**config.mk**
```make
export PLATFORM = sky130hd
export DESIGN_NAME = crc_stream_engine
export DESIGN_NICKNAME = d
export VERILOG_FILES = /design/src/rtl/crc_stream_engine.sv
export SDC_FILE = /design/constraint.sdc
export NUM_CORES = 1
export LEC_CHECK = 0
export CAP_MARGIN = 20
export CORE_MARGIN = 3
export CORE_UTILIZATION = 35
export DETAILED_ROUTE_END_ITERATION = 8
export GPL_TIMING_DRIVEN = 0
export PLACE_DENSITY = 0.67
export SLEW_MARGIN = 20
export SYNTH_ARGS = -nofsm -noshare
export SYNTH_HDL_FRONTEND = slang
export SYNTH_SLANG_ARGS = --single-unit
```
**constraint.sdc**
```tcl
create_clock -name clk -period 4.6 [get_ports clk]
set_clock_uncertainty 0.15 [all_clocks]
set_input_delay 0.92 -clock clk [delete_from_list [all_inputs] [get_ports clk]]
set_output_delay 0.92 -clock clk [all_outputs]
set_load 0.005 [all_outputs]
```
**src/rtl/crc_stream_engine.sv**
```systemverilog
// Streaming CRC engine: MSB-first LFSR over DATA_W-bit beats.
// Generates a CRC or checks a frame carrying its CRC (zero residue).
module crc_stream_engine #(
    parameter int               CRC_W   = 16,
    parameter logic [CRC_W-1:0] POLY    = 16'h8005,
    parameter logic [CRC_W-1:0] INIT    = 16'h0000,
    parameter logic [CRC_W-1:0] XOR_OUT = 16'h0000,
    parameter int               DATA_W  = 8
) (
    input  logic              clk,
    input  logic              rst,
    input  logic              clear,
    input  logic              mode_chk,
    input  logic [DATA_W-1:0] in_data,
    input  logic              in_valid,
    input  logic              in_last,
    output logic              in_ready,
    output logic [CRC_W-1:0]  crc_out,
    output logic              crc_valid,
    output logic              crc_ok,
    input  logic              out_ready
);

    if (CRC_W < 4 || CRC_W > 32 || DATA_W < 1 || DATA_W > 128) begin : g_bad_cfg
        $error("crc_stream_engine: unsupported CRC_W or DATA_W");
    end

    typedef enum logic [1:0] {
        IDLE,
        RUN,
        HOLD
    } state_t;

    state_t           state;
    logic [CRC_W-1:0] lfsr;
    logic [CRC_W-1:0] lfsr_nxt;
    logic             mode_q;
    logic             mode_eff;
    logic             take;
    logic             fb;

    assign take     = in_valid && in_ready;
    assign mode_eff = (state == IDLE) ? mode_chk : mode_q;

    // lfsr already holds INIT whenever the engine is idle
    always_comb begin
        lfsr_nxt = lfsr;
        fb       = 1'b0;
        for (int i = DATA_W - 1; i >= 0; i--) begin
            fb       = lfsr_nxt[CRC_W-1] ^ in_data[i];
            lfsr_nxt = {lfsr_nxt[CRC_W-2:0], 1'b0} ^ (fb ? POLY : '0);
        end
    end

    always_ff @(posedge clk or posedge rst) begin
        if (rst) begin
            state     <= IDLE;
            lfsr      <= INIT;
            mode_q    <= 1'b0;
            in_ready  <= 1'b1;
            crc_valid <= 1'b0;
            crc_ok    <= 1'b0;
            crc_out   <= '0;
        end else if (clear) begin
            state     <= IDLE;
            lfsr      <= INIT;
            in_ready  <= 1'b1;
            crc_valid <= 1'b0;
            crc_ok    <= 1'b0;
            crc_out   <= '0;
        end else begin
            unique case (state)
                IDLE, RUN: begin
                    if (take) begin
                        lfsr <= lfsr_nxt;
                        if (state == IDLE) begin
                            mode_q <= mode_chk;
                        end
                        if (in_last) begin
                            state     <= HOLD;
                            in_ready  <= 1'b0;
                            crc_valid <= 1'b1;
                            crc_out   <= mode_eff ? lfsr_nxt : lfsr_nxt ^ XOR_OUT;
                            crc_ok    <= mode_eff && (lfsr_nxt == '0);
                        end else begin
                            state <= RUN;
                        end
                    end
                end
                HOLD: begin
                    if (out_ready) begin
                        state     <= IDLE;
                        lfsr      <= INIT;
                        in_ready  <= 1'b1;
                        crc_valid <= 1'b0;
                        crc_ok    <= 1'b0;
                        crc_out   <= '0;
                    end
                end
                default: begin
                    state    <= IDLE;
                    lfsr     <= INIT;
                    in_ready <= 1'b1;
                end
            endcase
        end
    end

endmodule

```
# After elaboration in Yosys (flattened, before gate mapping)
# Index checks and enable logic that the tools add are counted.
[totals]
ff_bits = 38
output_inout_bits = 19
in_bits = 15
[classes]
n_eq_ne = 5
reduce_logical = 10
muxes = 36
n_bitwise = 17
[ops]
columns = ["operator", "count"]
rows = [
  ["$mux W16", 14],
  ["$xor A16 B16 Y16", 8],
  ["$pmux W16 S2", 2],
  ["$logic_not A16 Y1", 1],
  ["$mux W1", 12],
  ["$ne A3 B3 Y1 const B", 3],
  ["$mux W2", 4],
  ["$xor A1 B1 Y1", 8],
  ["$pmux W1 S2", 3],
  ["$reduce_and A3 Y1", 2],
  ["$pmux W2 S2", 1],
  ["$reduce_and A4 Y1", 1],
  ["$reduce_bool A3 Y1", 1],
  ["$eq A2 B1 Y1 const B", 1],
  ["$eq A2 B2 Y1 const B", 1],
  ["$logic_and A1 B1 Y1", 2],
  ["$logic_not A2 Y1", 1],
  ["$reduce_and A2 Y1", 1],
  ["$reduce_or A2 Y1", 1],
  ["$not A1 Y1", 1],
]

# Depth between registers and ports, before layout
[logic_depth]
word_depth = 30
ltp_mapped = 6

# Worst setup path after synthesis
# No wires, ideal clock.
[synth_path]
kind = "in2reg"
startpoint = "input in_data[5]"
endpoint = "register crc_out[15]"
arrival_ns = 2.100
setup_ns = 0.129
t_required_ns = 4.321
path_buffers = 0
stages = 5
slack_ns = 2.221
cell_sequence = "xnor2_2 > xor2_1 > xnor3_2 > xnor3_1 > o21ai_1"
[synth_via]
elab_chain_len = 22
[synth_lines]
columns = ["item", "line", "source"]
rows = [
  ["from (decl)", "14", "input logic [DATA_W-1:0] in_data,"],
  ["$xor A1 B1 Y1", "50", "fb = lfsr_nxt[CRC_W-1] ^ in_data[i];"],
  ["$mux W16", "51", "lfsr_nxt = {lfsr_nxt[CRC_W-2:0], 1'b0} ^ (fb ? POLY : '0);"],
  ["$xor A16 B16 Y16", "51", ""],
  ["$xor A1 B1 Y1", "50", ""],
  ["$mux W16", "51", ""],
  ["$xor A16 B16 Y16", "51", ""],
  ["$xor A1 B1 Y1", "50", ""],
  ["$mux W16", "51", ""],
  ["[6 not listed]", "n/a", ""],
  ["$xor A16 B16 Y16", "51", ""],
  ["$xor A1 B1 Y1", "50", ""],
  ["$mux W16", "51", ""],
  ["$xor A16 B16 Y16", "51", ""],
  ["$mux W16", "79", "if (in_last) begin"],
  ["$mux W16", "74", "if (take) begin"],
  ["$pmux W16 S2", "72", "unique case (state)"],
  ["$mux W16", "64", "end else if (clear) begin"],
  ["to (signal assigned)", "83", "crc_out <= mode_eff ? lfsr_nxt : lfsr_nxt ^ XOR_OUT;"],
  ["to (decl)", "18", "output logic [CRC_W-1:0] crc_out,"],
]
# No other way between the ends. The select of a mux whose other input is x is not followed.
# A chain may end at the register's enable or synchronous reset.

# Worst setup path after layout
[layout_path]
startpoint = "input in_valid"
endpoint = "register crc_out[3]"
[layout_via]
elab_chain_len = 3
[layout_lines]
columns = ["item", "line", "source"]
rows = [
  ["from (decl)", "15", "input logic in_valid,"],
  ["$logic_and A1 B1 Y1", "42", "assign take = in_valid && in_ready;"],
  ["$ne A3 B3 Y1 (no line)", "n/a", ""],
  ["$reduce_and A4 Y1 (no line)", "n/a", ""],
]
# No other way between the ends.

==> metrics.txt <==
status complete, no violations; final worst setup slack 1800 ps; Achievable Freq 358 MHz; Mapped Avg Cell Area 11.5 sq um; final setup vio count 0; reg2reg end crc_out[3]; CP max-delay cell a221oi_2; synth warn 0; Reg-to-Reg Start state[1]; total core area 4470 sq um; XOR/XNOR Fraction of Synth Area 0.136; vias 1238; Layout Cells excl Fill 237; R2R setup slack 2450 ps; Initial Util 0.374; Min-Delay Path Depth 1; fin crit period 2800 ps; fin crit share 0.608; count of state elements after synthesis 38; fraction of the mapped netlist area in simple logic gates 0.111; initial antenna violation count 0; drt via density 5.22; pin count of the biggest net entering global routing 39; most common flop cell mapped by yosys dfrtp_1; die footprint 5650 sq um; root buffer cell clkbuf_8; DRT antenna net count 0; DRC violations left 0; antenna diode count 0; total chip power 0.913 mW; HP Class reg -> reg; Final Hold Vio Count 0; top-count cell post-synth dfrtp_1; Sink Count 38; nets 199; power per cell area 427 nW/um^2; maximum buffer depth of the clock tree 2; max incr delay on CP 670 ps; R2R cell count 5; max cap viols 0; Synth Instances 145; post-synthesis adder-cell area fraction 0; total global-route track usage 0.149; Post-synth top cells 37 x dfrtp_1, 23 x nand2_1, 17 x o21ai_0; synthesized area 1670 sq um; IO Pins 34; drt first pass iters 4; register area share after synthesis 0.569; Setup crit end kind flop; H-tree Lvls 2; Placed Area 2060 sq um; CTS resizes 0; final-report max-slew violation count 0; worst-skew pair later-pin latency 280 ps; Max transition margin 0.488; layout cells sized above 1 0.0973; post-synth top area share 0.553; Post-synth EDFFs 0; Yosys top cell by area dfrtp_1; Worst Path Arrival 2840 ps; first-pass GRT wire length 6.33 mm; Die H 75.2 um; RSZ-0062 raised after global routing no; Hold WS 332 ps; Peak supply drop 0.000323 V; Core Util, Final 0.478; post-DP HPWL 2.79 mm; asr flop ratio synth 1.00; pre-CTS setup slack 1480 ps; Worst-path clk slew 70 ps; port bufs 32; CTS tree yes; main combinational cell family by area after synthesis compound AO/OA/AOI/OAI gates; Worst setup SP type input port; Hold Crit Start crc_ok; Setup Crit Path Kind in -> reg; Crit path top cell by count nand2_1; CTS Hold Bufs 0; Leak 0.930 nW; WL final 3.80 mm; total global routing overflow 0; pin slew with the least headroom to its limit 767 ps; # rows 24; Critical Path RT 4640 ps; Syn Nets 160; post-CTS repair timing setup buffer count 0; Area Overhead vs Synth 27.8%; setup TNS 0 ps; main area contributors after synthesis dfrtp_1 55%, xnor2_1 7.8%, a22o_1 5.8%; total CTS buffers 5; CP Cell Sequence clkdlybuf4s50_1, nand2_1, nor2_1, a221oi_2, clkbuf_1, nand2_1, o21ai_0; post-synthesis compound-gate area fraction 0.155; Synth cell types 27; Critical Path Fanout Max 10; Placer Congestion 0.826; vias in the first global route 1323; Min-Delay Endpoint crc_ok; drt first-iter violations 51; design area 2140 sq um; placed cells 229; mux contribution to synthesized area 0.0135; Die Wd 75.2 um; drt wl/cell 16.0 um
-- final cells by class --
type                       count  area (sq um)
timing repair buffer          32           320
inverter                       1          3.75
tap                           52          65.1
fill                         399          2330
sequential                    38           952
clock buffer                   8          80.1
multi-input combinational    100           696
buffer                         6          22.5
-- layout by cell type (no fill, tap or decap) --
cell type	instances
a21o_1	2
a221oi_2	1
a22o_1	11
a22o_2	3
and2_1	1
clkbuf_1	9
clkbuf_8	5
clkdlybuf4s50_1	32
dfrtp_1	37
dfstp_2	1
inv_2	1
mux2_2	2
nand2_1	23
nand3_1	1
nand4_1	2
nor2_1	4
nor2b_1	1
nor3_1	2
nor3_2	2
nor4_1	3
o21a_1	1
o21ai_0	17
o21ai_1	2
or3_1	1
xnor2_1	15
xnor2_2	2
xnor3_1	1
xnor3_2	1
xor2_1	2
-- metal layers --
layer	GRT usage	part of all wire
met4	0.0388	0.016
met2	0.228	0.46
met1	0.205	0.47
met3	0.0494	0.051
met5	0	0
-- power by group --
part           leakage, nW  internal (mW)  switching, mW  total (mW)
Combinational        0.377          0.144          0.138       0.282
Clock               0.0395          0.108          0.106       0.213
Sequential           0.514          0.381         0.0377       0.419
Total                0.930          0.633          0.281       0.913
-- sequential cells by signal, indices dropped and copies added, names as in the netlist --
signal and count:
state 2, lfsr 16, crc_valid 1, mode_q 1, crc_ok 1, in_ready 1
crc_out 16
-- critical path: cells and delay by family --
| family | cells | cell delay (ps) |
|---|---|---|
| AO/OA/AOI/OAI | 2 | 770 |
| buffers and inverters | 2 | 840 |
| AND/OR/NAND/NOR | 3 | 310 |
-- worst max path at each step --
stage | depth (start not counted) | end | slack, ps | from
finish | 7 | crc_out[3] | 1800 | in_valid
global route | 7 | crc_out[2] | 1600 | in_valid
CTS | 7 | crc_out[3] | 1790 | in_valid
detailed placement | 7 | crc_out[2] | 1480 | in_valid
global placement | 6 | crc_out[1] | 1540 | in_data[5]
floorplan | 5 | crc_out[15] | 2220 | in_data[5]
-- kinds of logic (layout without fill, tap and decap cells) --
kind of cell / count (synthesis) / count (layout)
buffers and inverters: 7 / 47
DFF: 38 / 38
and+or+nand+nor: 40 / 40
muxes: 2 / 2
AOI/OAI and AO/OA: 37 / 37
xor gates and xnor gates: 21 / 21
(Power assumes the default switching activity.)
